[config.mk]
export PLATFORM = sky130hd
export DESIGN_NAME = stk_cmd_arb
export DESIGN_NICKNAME = d
export VERILOG_FILES = /design/src/rtl/cfg_pkg.sv /design/src/rtl/stk_pkg.sv /design/src/rtl/stk_tag_fifo.sv /design/src/rtl/stk_cmd_arb.sv
export SDC_FILE = /design/constraint.sdc
export NUM_CORES = 1
export LEC_CHECK = 0
export ABC_AREA = 0
export CAP_MARGIN = 10
export CORE_AREA = 5 5 351 353
export CTS_CLUSTER_DIAMETER = 40
export DETAILED_ROUTE_END_ITERATION = 6
export DIE_AREA = 0 0 356 358
export SLEW_MARGIN = 30
export SYNTH_ARGS = -nofsm -noshare
export SYNTH_HDL_FRONTEND = slang
export SYNTH_SLANG_ARGS = --single-unit
[constraint.sdc]
create_clock -name clk -period 5.4 [get_ports clk]
set_input_delay 1.08 -clock clk [delete_from_list [all_inputs] [get_ports clk]]
set_output_delay 1.08 -clock clk [all_outputs]
set_load 0.005 [all_outputs]
[src/rtl/cfg_pkg.sv]
// System-level configuration shared by the stack command arbiter.
package cfg_pkg;
  localparam int unsigned ENGS_N = 4;
endpackage

[src/rtl/stk_pkg.sv]
// Stack command types: opcode encoding and requester tag.
package stk_pkg;
  localparam int unsigned TagW = (cfg_pkg::ENGS_N > 1) ? $clog2(cfg_pkg::ENGS_N) : 1;

  typedef enum logic [1:0] {
    OP_NOP  = 2'd0,
    OP_PUSH = 2'd1,
    OP_POP  = 2'd2
  } opcode_t;

  typedef logic [TagW-1:0] tag_t;
endpackage

[src/rtl/stk_tag_fifo.sv]
// In-order FIFO of requester tags for outstanding POPs; Depth must be a power of two >= 2.
module stk_tag_fifo #(
  parameter int unsigned Depth = 4,
  parameter int unsigned TagW  = $bits(stk_pkg::tag_t)
) (
  input  logic            clk,
  input  logic            arst_n,
  input  logic            push_i,
  input  logic [TagW-1:0] push_tag_i,
  input  logic            pop_i,
  output logic            full_o,
  output logic            empty_o,
  output logic [TagW-1:0] head_o
);
  localparam int unsigned AddrW = $clog2(Depth);

  // Extra MSB on each pointer separates full from empty when the addresses match.
  logic [AddrW:0]    wr_ptr_q, rd_ptr_q;
  logic [TagW-1:0]   mem_q [Depth];
  logic              do_push, do_pop;

  assign empty_o = (wr_ptr_q == rd_ptr_q);
  assign full_o  = (wr_ptr_q[AddrW] != rd_ptr_q[AddrW]) &&
                   (wr_ptr_q[AddrW-1:0] == rd_ptr_q[AddrW-1:0]);
  assign head_o  = mem_q[rd_ptr_q[AddrW-1:0]];
  assign do_push = push_i & ~full_o;
  assign do_pop  = pop_i & ~empty_o;

  always_ff @(posedge clk or negedge arst_n) begin
    if (!arst_n) begin
      wr_ptr_q <= '0;
      rd_ptr_q <= '0;
    end else begin
      if (do_push) wr_ptr_q <= wr_ptr_q + 1'b1;
      if (do_pop)  rd_ptr_q <= rd_ptr_q + 1'b1;
    end
  end

  always_ff @(posedge clk) begin
    if (do_push) mem_q[wr_ptr_q[AddrW-1:0]] <= push_tag_i;
  end
endmodule

[src/rtl/stk_cmd_arb.sv]
// Round-robin arbiter sharing one stack command port; routes POP responses back to their issuer.
module stk_cmd_arb
  import stk_pkg::*;
#(
  parameter int unsigned ENGS_N    = cfg_pkg::ENGS_N,
  parameter int unsigned W         = 128,
  parameter int unsigned TAG_DEPTH = 4
) (
  input  logic              clk,
  input  logic              arst_n,
  input  opcode_t           i_cmd_opcode [ENGS_N],
  input  logic [W-1:0]      i_cmd_dat    [ENGS_N],
  output logic [ENGS_N-1:0] o_cmd_ack,
  output logic              o_stk_vld,
  output opcode_t           o_stk_opcode,
  output logic [W-1:0]      o_stk_dat,
  input  logic              i_stk_rdy,
  input  logic              i_stk_rsp_vld,
  input  logic [W-1:0]      i_stk_rsp_dat,
  output logic [ENGS_N-1:0] o_rsp_vld,
  output logic [W-1:0]      o_rsp_dat,
  output logic              o_err
);
  localparam int unsigned IdxW = (ENGS_N > 1) ? $clog2(ENGS_N) : 1;

  logic [IdxW-1:0]   rr_ptr_q, rr_ptr_d, winner, tag_head;
  logic [ENGS_N-1:0] eligible, rsp_vld_q;
  logic [W-1:0]      rsp_dat_q;
  logic              found, accept, tag_full, tag_empty, tag_push, tag_pop, err_q;
  int unsigned       idx;

  // POPs are held off while every tag slot is in use (registered occupancy only).
  always_comb begin
    for (int unsigned r = 0; r < ENGS_N; r++) begin
      eligible[r] = (i_cmd_opcode[r] != OP_NOP) && !((i_cmd_opcode[r] == OP_POP) && tag_full);
    end
  end

  always_comb begin
    found  = 1'b0;
    winner = rr_ptr_q;
    idx    = 0;
    for (int unsigned k = 0; k < ENGS_N; k++) begin
      idx = (32'(rr_ptr_q) + k) % ENGS_N;
      if (!found && eligible[idx]) begin
        found  = 1'b1;
        winner = idx[IdxW-1:0];
      end
    end
  end

  always_comb begin
    o_stk_vld    = found;
    o_stk_opcode = found ? i_cmd_opcode[winner] : OP_NOP;
    o_stk_dat    = found ? i_cmd_dat[winner] : '0;
    accept       = found & i_stk_rdy;
    o_cmd_ack    = accept ? (ENGS_N'(1) << winner) : '0;
    rr_ptr_d     = accept ? IdxW'((32'(winner) + 32'd1) % ENGS_N) : rr_ptr_q;
    tag_push     = accept && (o_stk_opcode == OP_POP);
    tag_pop      = i_stk_rsp_vld && !tag_empty;
  end

  stk_tag_fifo #(
    .Depth (TAG_DEPTH),
    .TagW  (IdxW)
  ) u_tag_fifo (
    .clk        (clk),
    .arst_n     (arst_n),
    .push_i     (tag_push),
    .push_tag_i (winner),
    .pop_i      (tag_pop),
    .full_o     (tag_full),
    .empty_o    (tag_empty),
    .head_o     (tag_head)
  );

  always_ff @(posedge clk or negedge arst_n) begin
    if (!arst_n) begin
      rr_ptr_q  <= '0;
      rsp_vld_q <= '0;
      rsp_dat_q <= '0;
      err_q     <= 1'b0;
    end else begin
      rr_ptr_q  <= rr_ptr_d;
      rsp_vld_q <= tag_pop ? (ENGS_N'(1) << tag_head) : '0;
      if (tag_pop) rsp_dat_q <= i_stk_rsp_dat;
      if (i_stk_rsp_vld && tag_empty) err_q <= 1'b1;
    end
  end

  assign o_rsp_vld = rsp_vld_q;
  assign o_rsp_dat = rsp_dat_q;
  assign o_err     = err_q;
endmodule

# ---- After elaboration in Yosys (flattened, before gate mapping)
# Memories as Yosys holds them, arrays and structs flattened.
# Index checks and enable logic that the tools add are counted.
dict set report op_classes {
  add_sub_neg 6
  n_mul 0
  div 0
  magnitude_cmp 5
  eq_ne 8
  shifts 2
  muxes 27
  n_bitwise 6
  reduce_logical 27
}
# cell count
set op_table {}
lappend op_table {{$mux 128} 3}
lappend op_table {{$bmux 128 s2} 1}
lappend op_table {{$logic_and 1x1->1} 15}
lappend op_table {{$lt 2x3->1 const B} 4}
lappend op_table {{$mux 2} 6}
lappend op_table {{$eq 2x2->1 const B} 5}
lappend op_table {{$mux 1} 10}
lappend op_table {{$bmux 1 s2} 4}
lappend op_table {{$logic_not 1->1} 8}
lappend op_table {{$mux 4} 2}
lappend op_table {{$reduce_bool 2->1} 4}
lappend op_table {{$shl 1x2->4 const A} 2}
lappend op_table {{$add 3x1->3 const B} 2}
lappend op_table {{$add 2x1->2 const B} 2}
lappend op_table {{$add 2x2->2 const B} 2}
lappend op_table {{$bmux 2 s2} 1}
lappend op_table {{$and 1x1->1} 3}
lappend op_table {{$eq 3x3->1} 1}
lappend op_table {{$ge 3x3->1 const B} 1}
lappend op_table {{$not 2->3} 1}
lappend op_table {{$eq 2x2->1} 1}
lappend op_table {{$not 1->1} 2}
lappend op_table {{$ne 1x1->1} 1}
dict set report totals {
  regBits 141
  latchBits 0
  ramBits 8
  mem_bits_ro 0
  input_bits 652
  out_inout_bits 268
  word_cells 88
  n_memories 1
}
# memory depth width read_ports rd_clocked_by_memory_dff write_ports line
set mem_list {}
lappend mem_list {u_tag_fifo.mem_q 4 2 1 0 1 stk_tag_fifo.sv:19} ;# logic [TagW-1:0] mem_q [Depth];

# ---- Logic depth before layout (Yosys ltp)
dict set report depth {
  ltp_word 27
  ltp_mapped 12
  depth_no_buf 9
}

# ---- Cells and area by module
# From an unflattened synthesis, not the netlist that was laid out.
dict set report unflattened {
  hier_cells 1922
  area_unflattened_um2 16783.6
}
# module n_inst cells_per_inst area_each_um2 seq_area_each_um2
set by_module_without_submodules {}
lappend by_module_without_submodules {stk_cmd_arb 1 1865 16039.1 3378.2}
lappend by_module_without_submodules {stk_tag_fifo 1 57 744.5 390.4}

# ---- Least setup slack after synthesis
# No wires, ideal clock.
dict set report synth_path {
  path_kind {input to output}
  startpoint {input i_cmd_opcode[0] in the netlist's numbering}
  endpoint {output o_cmd_ack[0]}
  t_arrival_ns 2.882
  required_ns 4.320
  slack_ns 1.438
  cell_stages 11
  n_path_buf 3
  path_cell_list {inv_1 -> a41o_1 -> o31ai_1 -> a211o_1 -> and3_1 -> clkbuf_2 -> inv_2 -> buf_2 -> buf_1 -> ha_1 -> and3_1}
}
dict set report synth_via {
  elab_chain_len 18
  word_cells_on_any_way 29
  cone_classes {eq/ne (1); shift (1); mux (16); bitwise (1); reduce/logical (10)}
}
# item line
set synth_rtl {}
lappend synth_rtl {{start, declared} stk_cmd_arb.sv:11} ;# input opcode_t i_cmd_opcode [ENGS_N],
lappend synth_rtl {{$eq 2x2->1} stk_cmd_arb.sv:35} ;# eligible[r] = (i_cmd_opcode[r] != OP_NOP) && !((i_cmd_opcode[r] == OP_POP) && tag_full);
lappend synth_rtl {{$logic_and 1x1->1} stk_cmd_arb.sv:35}
lappend synth_rtl {{$logic_not 1->1} stk_cmd_arb.sv:35}
lappend synth_rtl {{$logic_and 1x1->1 (*)} stk_cmd_arb.sv:35}
lappend synth_rtl {{$bmux 1 s2} stk_cmd_arb.sv:45} ;# if (!found && eligible[idx]) begin
lappend synth_rtl {{$mux 1 (implied by the code)} stk_cmd_arb.sv:45}
lappend synth_rtl {{$mux 1} stk_cmd_arb.sv:45}
lappend synth_rtl {{$logic_not 1->1} stk_cmd_arb.sv:45}
lappend synth_rtl {{[... 3 more ...]} n/a}
lappend synth_rtl {{$logic_and 1x1->1} stk_cmd_arb.sv:45}
lappend synth_rtl {{$mux 1} stk_cmd_arb.sv:45}
lappend synth_rtl {{$logic_not 1->1} stk_cmd_arb.sv:45}
lappend synth_rtl {{$logic_and 1x1->1} stk_cmd_arb.sv:45}
lappend synth_rtl {{$mux 2 (*)} stk_cmd_arb.sv:45}
lappend synth_rtl {{via u_tag_fifo.push_tag_i[0]} stk_tag_fifo.sv:9} ;# input logic [TagW-1:0] push_tag_i,
lappend synth_rtl {{$shl 1x2->4 (*)} stk_cmd_arb.sv:57} ;# o_cmd_ack = accept ? (ENGS_N'(1) << winner) : '0;
lappend synth_rtl {{$mux 4 (*)} stk_cmd_arb.sv:57}
lappend synth_rtl {{end, declared} stk_cmd_arb.sv:13} ;# output logic [ENGS_N-1:0] o_cmd_ack,
# The timed path passes the listed nets; every way through them passes the cells marked *. The select of a mux whose other input is x is not followed.

# ---- Final worst setup path
dict set report layout_path {
  startpoint {input i_cmd_opcode[0] in the netlist's numbering}
  endpoint {output o_stk_dat[70]}
}
dict set report layout_via {
  elab_chain_len 21
  word_cells_on_any_way 31
  cone_classes {eq/ne (1); mux (19); bitwise (1); reduce/logical (10)}
}
# item line
set layout_rtl {}
lappend layout_rtl {{$eq 2x2->1} stk_cmd_arb.sv:35}
lappend layout_rtl {{$logic_and 1x1->1} stk_cmd_arb.sv:35}
lappend layout_rtl {{$logic_not 1->1} stk_cmd_arb.sv:35}
lappend layout_rtl {{$logic_and 1x1->1 (*)} stk_cmd_arb.sv:35}
lappend layout_rtl {{$bmux 1 s2} stk_cmd_arb.sv:45}
lappend layout_rtl {{$mux 1 (implied by the code)} stk_cmd_arb.sv:45}
lappend layout_rtl {{$mux 1} stk_cmd_arb.sv:45}
lappend layout_rtl {{$logic_not 1->1} stk_cmd_arb.sv:45}
lappend layout_rtl {{[... 4 more ...]} n/a}
lappend layout_rtl {{$mux 1} stk_cmd_arb.sv:45}
lappend layout_rtl {{$logic_not 1->1} stk_cmd_arb.sv:45}
lappend layout_rtl {{$logic_and 1x1->1} stk_cmd_arb.sv:45}
lappend layout_rtl {{$mux 2} stk_cmd_arb.sv:45}
lappend layout_rtl {{$not 2->3 (implied by the code)} stk_cmd_arb.sv:55} ;# o_stk_dat = found ? i_cmd_dat[winner] : '0;
lappend layout_rtl {{$bmux 128 s2} stk_cmd_arb.sv:55}
lappend layout_rtl {{$mux 128 (implied by the code) (2 in a row)} stk_cmd_arb.sv:55}
lappend layout_rtl {{$mux 128 (*)} stk_cmd_arb.sv:55}
lappend layout_rtl {{end, declared} stk_cmd_arb.sv:16} ;# output logic [W-1:0] o_stk_dat,
# Every way passes the cells marked *; elsewhere a longest branch is shown, timed or not. The select of a mux whose other input is x is not followed.

==> out/metrics.cfg <==
[power_and_ir_drop]
p_leak_nw = 9.39
power_frac_comb = 0.763
power.density_nw_per_um2 = 585
peakVddDrop_uv = 300
pwr-share-seq = 0.149
p_total_w = 0.0135
swShare = 0.424
clkPwrFrac = 0.088
switchingPower_w = 0.00572
p_int_w = 0.00777

[floorplan]
die_area_um2 = 127000
io_pins = 920
initial_core_util = 0.0891
std_cell_rows = 127
die_w_um = 356
die_h_um = 358
fp.coreArea_um2 = 119000

[timing]
hold_viol = 0
period_needed_ps = 5310
period_share = 0.984
slew_headroom = 0.408
setup_violations = 0
slew_viol_final = 0
finClkSkew_ps = 18.8
fin_tns_setup_ps = 0
worst_pin_slew_ps = 888
fmax_mhz = 188

[setup_path]
r2r_cells = 11
crit_path_end_kind = primary output
worstSetupPathType = in -> out
rrSetupSlack_ps = 1950
crit_path_max_fanout = 30
path_cells = clkdlybuf4s50_1 -> inv_1 -> a41o_1 -> o31ai_1 -> a211o_1 -> and3_1 -> bufinv_16 -> buf_16 -> buf_4 -> nor2_1 -> a211oi_1 -> clkdlybuf4s50_1
cp.arrival_ps = 4230
critPathLaunch = i_cmd_opcode[0]
rr_startpoint = u_tag_fifo.rd_ptr_q[1]
timing.rr.end = u_tag_fifo.mem_q[0][0]
crit_path_max_incr_delay_ps = 590
crit_top_cell = clkdlybuf4s50_1
required_ps = 4320
cpMaxStageDelayCell = clkdlybuf4s50_1
cp-start-kind = input pin

[finish]
area_growth_pct = 117
seqCellArea_um2 = 3770
fillCellCount = 13363
layout_commonest_cell = clkdlybuf4s50_1
mostFrequentLayoutCells = clkdlybuf4s50_1, nand2_1, nor2_1
drive_gt1_frac = 0.130
final_util = 0.193
multi_input_area_um2 = 6460
fin_nets = 2831

[grt]
grt-ovfl-total = 0
grt_pass1_wl_mm = 128
grt_max_degree = 99
antenna_found_initial = 94
grt_pass1_vias = 13628
track_usage = 0.149

[clocking]
cts_made_buffers = 17
clk_path_buf_depth = 2
clk_pin_slew_worst_paths_ps = 60
cts_tree = done
h-tree-depth = 4
cts_setup_buffers = 0
cts_resized = 4
worstSkewPairLatency_ps = 440
holdBufCountCts = 0
cts.sinks = 149
cts_root_buf = clkbuf_16

[route]
wirelength_mm = 101
vias = 13278
wire_per_inst_um = 26.3
final_antenna_net_count = 0
drc_errors = 0
viasPerCell = 3.47
firstDrtPassIters = 7
drt_iter0_drc = 830

[yosys]
syn_inst = 1259
synth_nets = 1920
synth-seq-cells = 149
synth_edf_count = 8
synth_area_per_cell_um2 = 8.46
yosys_warnings = 0
synthArstFlopShare = 0.946
ys.flop_type = dfrtp_1
yosysUniqueCellTypes = 51
syn_area_um2 = 10700
synth_seq_area_share = 0.354

[min_path]
hp-start = o_err
hold_path.class = reg -> reg
hold_end = o_err
hold_path_depth = 1

[run]
cap_violations = 0

[placement]
dpl.hpwl_mm = 88.2
place_congestion = 0.912
port_buffers = 919

[status]
status = complete, no violations

[flip-flops by register name, summed over array words and instances (netlist names)]
name                 cells
u_tag_fifo.mem_q         8
u_tag_fifo.wr_ptr_q      3
rr_ptr_q                 2
o_rsp_dat              128
u_tag_fifo.rd_ptr_q      3
o_rsp_vld                4
o_err                    1
[per-stage QoR]
step	hold WS [ps]	area [um^2]	instances	setup slack (ps)
floorplan	466	10700	1259	1440
global placement	458	22300	3763	-239
detailed placement	458	22300	3763	-142
CTS	474	22900	3793	3.22
global route	491	23000	3800	-9.40
finish	470	23100	3830	88.7
[cell type report]
class | count | share of cell area
Multi-Input combinational cell | 999 | 0.280
Inverter | 10 | 0.00277
Sequential cell | 149 | 0.163
Clock inverter | 10 | 0.00429
Tap cell | 1612 | 0.0874
Timing Repair Buffer | 993 | 0.439
Clock buffer | 20 | 0.0194
Antenna cell | 37 | 0.00401
[power groups by stage]
stage / Combinational (W) / Sequential (W) / Clock, W
2_1_floorplan: 0.00404 / 0.00201 / 0
3_3_place_gp: 0.0104 / 0.00200 / 0
3_5_place_dp: 0.0104 / 0.00201 / 0
4_1_cts: 0.0105 / 0.00200 / 0.00125
5_1_grt: 0.0110 / 0.00208 / 0.00127
6_report: 0.0103 / 0.00201 / 0.00119
[synth_stat cells, drive strengths merged, types with 2 or more instances]
cell type,n,share of area
clkbuf,56,0.022
inv,10,0.0035
o21ai,3,0.0014
a21oi,5,0.0034
and3,12,0.0070
nor3,2,0.0014
o31ai,3,0.0026
xor2,3,0.0025
xnor2,7,0.0058
dfrtp,141,0.33
edfxtp,8,0.023
nand2,400,0.14
mux4,2,0.0042
ha,9,0.011
buf,45,0.023
a211oi,129,0.091
mux2i,129,0.12
mux2,131,0.14
nor2,143,0.051
[layer usage]
| metal | vias to the layer above | wire, um | track usage |
|---|---|---|---|
| li1 | 6198 | - | - |
| met1 | 6210 | 34900 | 0.150 |
| met2 | 656 | 51600 | 0.274 |
| met3 | 148 | 11600 | 0.0787 |
| met4 | 66 | 2030 | 0.0288 |
| met5 | - | 436 | 0 |
[worst max-delay path: cells and delay by family]
family | cells | cell delay [ps]
AOI/OAI and AO/OA | 4 | 900
buffers and inverters | 6 | 1940
and+or+nand+nor | 2 | 230
[worst max path at each step]
stage                     cells after the start       endpoint  slack, ps
after global routing                         12  o_stk_dat[70]         -9
after detailed placement                     11   o_stk_dat[2]       -140
after floorplan                              11   o_cmd_ack[0]       1440
after global placement                       11   o_stk_dat[2]       -240
final                                        12  o_stk_dat[70]         90
after CTS                                    11   o_stk_dat[0]          3
[cell families after synthesis]
kind of cell	share of synthesized area
simple gates	0.204
compound gates	0.112
mux	0.264
fa+ha+maj	0.0106
xor+xnor	0.00822
buf+inv	0.0483
flops	0.354
(Power assumes the default switching activity.)
